==> src/rtl/bfp_decomp_arb.sv <==
// bfp_decomp_arb: round-robin packet arbiter feeding N AXIS requesters into one decompression engine
//   clk, rst_n            : clock, asynchronous active-low reset
//   s_axis_*              : per-port requester streams (port p in slice p), tready per port
//   m_axis_*              : stream to the shared engine, combinationally muxed from the granted port
//   cfg_*                 : per-port engine configuration, sampled only when a port is granted
//   ctrl_*                : configuration currently applied to the engine
//   grant_id, busy        : current/last granted port, high while passing or draining
module bfp_decomp_arb #(
    parameter int N_PORTS      = 4,
    parameter int DRAIN_CYCLES = 8
) (
    input  logic                          clk,
    input  logic                          rst_n,
    input  logic [N_PORTS*64-1:0]         s_axis_tdata,
    input  logic [N_PORTS*8-1:0]          s_axis_tkeep,
    input  logic [N_PORTS-1:0]            s_axis_tvalid,
    input  logic [N_PORTS-1:0]            s_axis_tlast,
    input  logic [N_PORTS*32-1:0]         s_axis_tuser,
    output logic [N_PORTS-1:0]            s_axis_tready,
    output logic [63:0]                   m_axis_tdata,
    output logic [7:0]                    m_axis_tkeep,
    output logic                          m_axis_tvalid,
    output logic                          m_axis_tlast,
    output logic [31:0]                   m_axis_tuser,
    input  logic                          m_axis_tready,
    input  logic [N_PORTS*4-1:0]          cfg_ud_comp_meth,
    input  logic [N_PORTS*4-1:0]          cfg_ud_iq_width,
    input  logic [N_PORTS*4-1:0]          cfg_fs_offset,
    output logic [3:0]                    ctrl_ud_comp_meth,
    output logic [3:0]                    ctrl_ud_iq_width,
    output logic [3:0]                    ctrl_fs_offset,
    output logic [$clog2(N_PORTS)-1:0]    grant_id,
    output logic                          busy
);
    localparam int GW = $clog2(N_PORTS);
    typedef enum logic [1:0] {IDLE, PASS, DRAIN} state_t;
    state_t        state_q;
    logic [GW-1:0] grant_q, sel, idx;
    logic          sel_vld, pass, xfer_last, busy_q;
    logic [3:0]    meth_q, iq_q, fs_q;
    logic [7:0]    cnt_q;
    logic [63:0]   td [N_PORTS];
    logic [7:0]    tk [N_PORTS];
    logic [31:0]   tu [N_PORTS];
    logic [3:0]    cm [N_PORTS];
    logic [3:0]    ci [N_PORTS];
    logic [3:0]    cf [N_PORTS];
    genvar g;
    generate
        for (g = 0; g < N_PORTS; g++) begin : g_port
            assign td[g] = s_axis_tdata[g*64 +: 64];
            assign tk[g] = s_axis_tkeep[g*8 +: 8];
            assign tu[g] = s_axis_tuser[g*32 +: 32];
            assign cm[g] = cfg_ud_comp_meth[g*4 +: 4];
            assign ci[g] = cfg_ud_iq_width[g*4 +: 4];
            assign cf[g] = cfg_fs_offset[g*4 +: 4];
        end
    endgenerate
    // round-robin scan starting one past the last grant, wrapping at N_PORTS
    always_comb begin
        sel     = grant_q;
        sel_vld = 1'b0;
        idx     = '0;
        for (int i = 1; i <= N_PORTS; i++) begin
            idx = GW'((int'(grant_q) + i) % N_PORTS);
            if (!sel_vld && s_axis_tvalid[idx]) begin
                sel_vld = 1'b1;
                sel     = idx;
            end
        end
    end
    assign pass      = state_q == PASS;
    assign xfer_last = pass && s_axis_tvalid[grant_q] && s_axis_tlast[grant_q] && m_axis_tready;
    always_comb begin
        m_axis_tvalid = pass && s_axis_tvalid[grant_q];
        m_axis_tlast  = pass && s_axis_tlast[grant_q];
        m_axis_tdata  = pass ? td[grant_q] : '0;
        m_axis_tkeep  = pass ? tk[grant_q] : '0;
        m_axis_tuser  = pass ? tu[grant_q] : '0;
        s_axis_tready = '0;
        for (int p = 0; p < N_PORTS; p++)
            s_axis_tready[p] = pass && grant_q == GW'(p) && m_axis_tready;
    end
    always_ff @(posedge clk or negedge rst_n) begin
        if (!rst_n) begin
            state_q <= IDLE;
            grant_q <= GW'(N_PORTS - 1);
            meth_q  <= '0;
            iq_q    <= '0;
            fs_q    <= '0;
            cnt_q   <= '0;
            busy_q  <= 1'b0;
        end else begin
            case (state_q)
                IDLE: if (sel_vld) begin
                    state_q <= PASS;
                    grant_q <= sel;
                    meth_q  <= cm[sel];
                    iq_q    <= ci[sel];
                    fs_q    <= cf[sel];
                    busy_q  <= 1'b1;
                end
                PASS: if (xfer_last) begin
                    state_q <= DRAIN_CYCLES > 0 ? DRAIN : IDLE;
                    busy_q  <= DRAIN_CYCLES > 0;
                    cnt_q   <= 8'(DRAIN_CYCLES - 1);
                end
                DRAIN: begin
                    state_q <= cnt_q == 8'd0 ? IDLE : DRAIN;
                    busy_q  <= cnt_q != 8'd0;
                    cnt_q   <= cnt_q == 8'd0 ? cnt_q : cnt_q - 8'd1;
                end
                default: state_q <= IDLE;
            endcase
        end
    end
    assign ctrl_ud_comp_meth = meth_q;
    assign ctrl_ud_iq_width  = iq_q;
    assign ctrl_fs_offset    = fs_q;
    assign grant_id          = grant_q;
    assign busy              = busy_q;
endmodule

==> config.mk <==
export PLATFORM = sky130hd
export DESIGN_NAME = bfp_decomp_arb
export DESIGN_NICKNAME = d
export VERILOG_FILES = /design/src/rtl/bfp_decomp_arb.sv
export SDC_FILE = /design/constraint.sdc
export NUM_CORES = 1
export LEC_CHECK = 0
export ABC_AREA = 0
export CORE_AREA = 2 2 236 238
export CTS_CLUSTER_SIZE = 14
export DETAILED_ROUTE_END_ITERATION = 8
export DIE_AREA = 0 0 238 240
export DONT_BUFFER_PORTS = 1
export PLACE_DENSITY = 0.3
export SETUP_SLACK_MARGIN = 0.4
export SYNTH_ARGS = -nofsm -noshare
export SYNTH_HDL_FRONTEND = slang
export SYNTH_SLANG_ARGS = --single-unit
==> constraint.sdc <==
create_clock -name clk -period 9.8 [get_ports clk]
set_input_delay 1.96 -clock clk [delete_from_list [all_inputs] [get_ports clk]]
set_output_delay 1.96 -clock clk [all_outputs]
set_load 0.01 [all_outputs]
[After elaboration in Yosys (flattened, before gate mapping)]
Index checks and enable logic that the tools add are counted.
W data, S select, Z words.
Storage, ports and cells
  output and inout bits: 125
  bits of input ports: 475
  logic and storage cells: 108
  flip-flop bits (word level): 25
Operators by class
  order comparisons: 7
  eq/ne operators: 8
  bitwise gates (word level): 2
  reductions and logical operators: 28
  $add $sub $neg: 5
  muxes and demuxes: 51
Operator list (number)
  $mux W64: 3
  $bmux W64 S2: 1
  $mux W32: 3
  $bmux W32 S2: 1
  $mux W8: 5
  $bmux W4 S2: 3
  $mux W4: 6
  $bmux W8 S2: 1
  $pmux W8 S2: 1
  $logic_and A1 B1 Y1: 15
  $lt A2 B3 Y1 const B: 5
  $mux W2: 7
  $bmux W1 S2: 6
  $mux W1: 12
  $logic_not A8 Y1: 1
  $reduce_bool A8 Y1: 1
  $sub A8 B1 Y8 const B: 1
  $eq A2 B2 Y1 const B: 3
  $ge A3 B3 Y1 const B: 2
  $not A2 Y3: 2
  $pmux W2 S3: 1
  $reduce_and A3 Y1: 2
  $add A2 B1 Y2 const B: 2
  $add A2 B2 Y2 const B: 2
  9 further kinds: 15

[Longest topological paths before layout]
  word-level depth: 17
  mapped depth: 12
  depth with buffers taken out: 8

[Worst setup path before layout]
Ideal clock, no wire load.
  kind: input to output
  start point: input port s_axis_tvalid[3]
  end point: output port m_axis_tvalid
  stages: 2
  setup slack: 5188 ps
  buffers on the path: 0
  arrival: 2652 ps
  required time: 7840 ps
  path through: mux4_2 -> and2_1
On the way
  cells in the longest elaborated chain, start to end: 3
Ends and longest elaborated chain
  from (decl): RTL line 16  | input logic [N_PORTS-1:0] s_axis_tvalid,
  $bmux W1 S2: RTL line 75  | m_axis_tvalid = pass && s_axis_tvalid[grant_q];
  $mux W1 (not written as such): RTL line 75
  $logic_and A1 B1 Y1: RTL line 75
  to (decl): RTL line 22  | output logic m_axis_tvalid,
No other way between the ends. The select of a mux whose other input is x is not followed.

[Worst setup path in the final report]
  start point: register grant_q[1], in the netlist grant_id[1]
  end point: output port m_axis_tkeep[7]
On the way
  cells in the longest elaborated chain, start to end: 5
Ends and longest elaborated chain
  from (decl): RTL line 38  | logic [GW-1:0] grant_q, sel, idx;
  from (signal assigned): RTL line 87  | grant_q <= GW'(N_PORTS - 1);
  from (signal assigned): RTL line 97  | grant_q <= sel;
  $not A2 Y3 (not written as such): RTL line 78  | m_axis_tkeep = pass ? tk[grant_q] : '0;
  $bmux W8 S2: RTL line 78
  $mux W8 (not written as such) (2 in a row): RTL line 78
  $mux W8: RTL line 78
  to (decl): RTL line 21  | output logic [7:0] m_axis_tkeep,
No other way between the ends. The select of a mux whose other input is x is not followed.

==> out/metrics.yaml <==
yosys.area.top_type_share: 0.4973
startpoint_type: "flip-flop"
crit_family: "flip-flops"
drive_gt1_frac: 0.3673
synthesis.nets: 887
end_kind: "primary output"
port_buffers: 0
synth-edff-count: 0
ys_types: 40
setup_violations: 0
post-cts-setup-buffers: 0
synth_ff_type: "dfrtp_1"
crit_arrival_ps: 3080
seqCellArea_um2: 635.6
finClkSkew_ps: 2.856
relSlewSlack: 0.2567
clock_path_buffers: 2
drc_errors: 0
finalPower_mw: 2.074
grt_overflow: 0
die_h_um: 240
powerDensity_mw_per_mm2: 357.7
clkTransAtPathRegs_ps: 80
multi_input_area_mm2: 0.004093
numCtsBuffers: 3
hpwl_um: 24490
place_congestion: 1.017
nFillCells: 6208
cts_root_buf: "clkbuf_16"
yosysMostFrequentCell: "mux4_2"
setup_tns_ps: 0
synthTopCellsByArea: "mux4_2 50%, and2_1 14%, dfrtp_1 12%"
min_path_type: "flip-flop to flip-flop"
worstHoldStart: "cnt_q[6]"
num_rows: 86
avgSynthCellArea_um2: 12.16
hold_viol: 0
worstSetupPathType: "flip-flop to primary output"
fin_hold_ws_ps: 549.8
yosysWarnings: 0
worst_path_max_delay_cell: "dfstp_4"
tritoncts: "built"
vias: 4082
synth_top_area_cell: "mux4_2"
yosysSeqAreaShare: 0.1272
fin_crit_ps: 5039
rsz0062_at_grt: "false"
final_util: 0.1060
period_share: 0.5142
die_w_um: 238
grt_pass1_wl_um: 35540
htreeDepth: 1
path_max_fanout: 59
wl_um: 28060
grt_max_degree: 114
worstPathCellList: "buf_4 > mux4_2 > and2_1"
initialDrtViolationCount: 306
grt.total_usage: 0.08900
ir_drop_uv: 228.8
ant_nets: 0
synth-seq-cells: 25
viasPerCell: 3.738
ios: 600
netlist_area_mm2: 0.004936
postCtsHoldBufs: 0
first_global_vias: 4195
clock.fmax_ghz: 0.1985
syn2layout_area_growth_pct: 17.44
tritoncts_num_sinks: 25
leakagePower_nw: 1.788
ys_top_cells_by_count: "109 x mux4_2, 108 x and2_1, 27 x clkbuf_1, 27 x mux2i_1, 23 x dfrtp_1"
grt_antenna_before_repair: 28
ys_async_sr_fraction: 1.000
crit_buf_inv: 1
initial_utilization: 0.09030
status: "finished, final reports clean"
cts_resized: 0
avgRoutedWirePerCell_um: 25.70
tightest_slew_ps: 1115
r2r_start: "grant_id[1]"
synth_cells: 406
drv_slew: 0
worstSkewPairLatency_ps: 270
dieArea_mm2: 0.05712
slowest_delay_ps: 1050
firstDrtPassIters: 4
maxCapViolations: 0
crit_path_start: "grant_id[1]"
final_nets: 855
core_area_mm2: 0.05466
cp.required_ps: 7840
metrics by stage:
step	instance area [µm²]	worst slack, ps	instances
after floorplan	4936	5188	406
after global placement	5677	5042	1073
after detailed placement	5677	5009	1073
after CTS	5759	4842	1077
after global routing	5779	4647	1085
final	5797	4761	1092
cell type report:
| type | instances | area share |
|---|---|---|
| clock inverter | 1 | 0.001295 |
| tap | 704 | 0.1520 |
| multi-input combinational | 332 | 0.7060 |
| sequential | 25 | 0.1096 |
| antenna | 15 | 0.006475 |
| timing repair buffer | 6 | 0.007770 |
| clock buffer | 3 | 0.01295 |
| inverter | 6 | 0.003885 |
per-layer routing:
metal,wire length [µm],vias to the layer above,global-route usage
met2,13280,354,0.1491
met4,753,10,0.01553
li1,-,1573,-
met5,58,-,0
met3,2901,58,0.02641
met1,11070,2087,0.1141
where the power goes:
group / leakage [nW] / internal (mW) / switching, mW / total (mW)
Sequential: 0.286 / 0.153 / 0.114 / 0.267
Combinational: 1.46 / 0.777 / 0.926 / 1.70
Clock: 0.0372 / 0.0558 / 0.0474 / 0.103
Total: 1.79 / 0.986 / 1.09 / 2.07
worst min-delay path, stage by stage, from the launching register on:
cell	delay (ps)
dfrtp_1	370
xor2_1	70
nor2_1	70
cell families (layout without fill, tap and decap cells):
| kind of cell | Yosys count | count (layout) | share of synthesized area |
|---|---|---|---|
| adder cells (fa/ha/maj) | 6 | 6 | 0.01521 |
| buffers and inverters | 49 | 16 | 0.04613 |
| AO/OA/AOI/OAI | 30 | 30 | 0.06083 |
| flip-flops | 25 | 25 | 0.1272 |
| AND/OR/NAND/NOR | 153 | 153 | 0.1818 |
| other | 0 | 15 | 0 |
| XOR/XNOR | 6 | 6 | 0.01445 |
| multiplexers | 137 | 137 | 0.5544 |
layout by cell type (no fill, tap or decap), types with 4 or more instances in the layout:
cell | Yosys | final
ha_1 | 6 | 6
a221oi_2 | 12 | 12
nor2_1 | 22 | 22
mux4_2 | 109 | 109
inv_1 | 6 | 6
mux2i_1 | 27 | 27
and3_1 | 4 | 4
and2_1 | 108 | 108
dfrtp_1 | 23 | 23
diode_2 | 0 | 15
buf_4 | 1 | 6
nand2_1 | 5 | 5
xor2_1 | 4 | 4
state kept, by name, summed over array words and instances, names as in the netlist:
signal / count
ctrl_fs_offset: 4
cnt_q: 8
busy: 1
grant_id: 2
ctrl_ud_iq_width: 4
ctrl_ud_comp_meth: 4
state_q: 2
path summary, 6_finish.rpt:
path | end | slack [ps] | cells after the start
max | m_axis_tkeep[7] | 4760 | 3
min | cnt_q[6] | 550 | 2
max reg2reg | ctrl_ud_comp_meth[3] | 4980 | 8
min reg2reg | cnt_q[6] | 550 | 2
max in group asynchronous | grant_id[1] | 8240 | 0
min in group asynchronous | ctrl_ud_comp_meth[3] | 1370 | 0
Note: power is estimated with default switching activity, not from simulation.
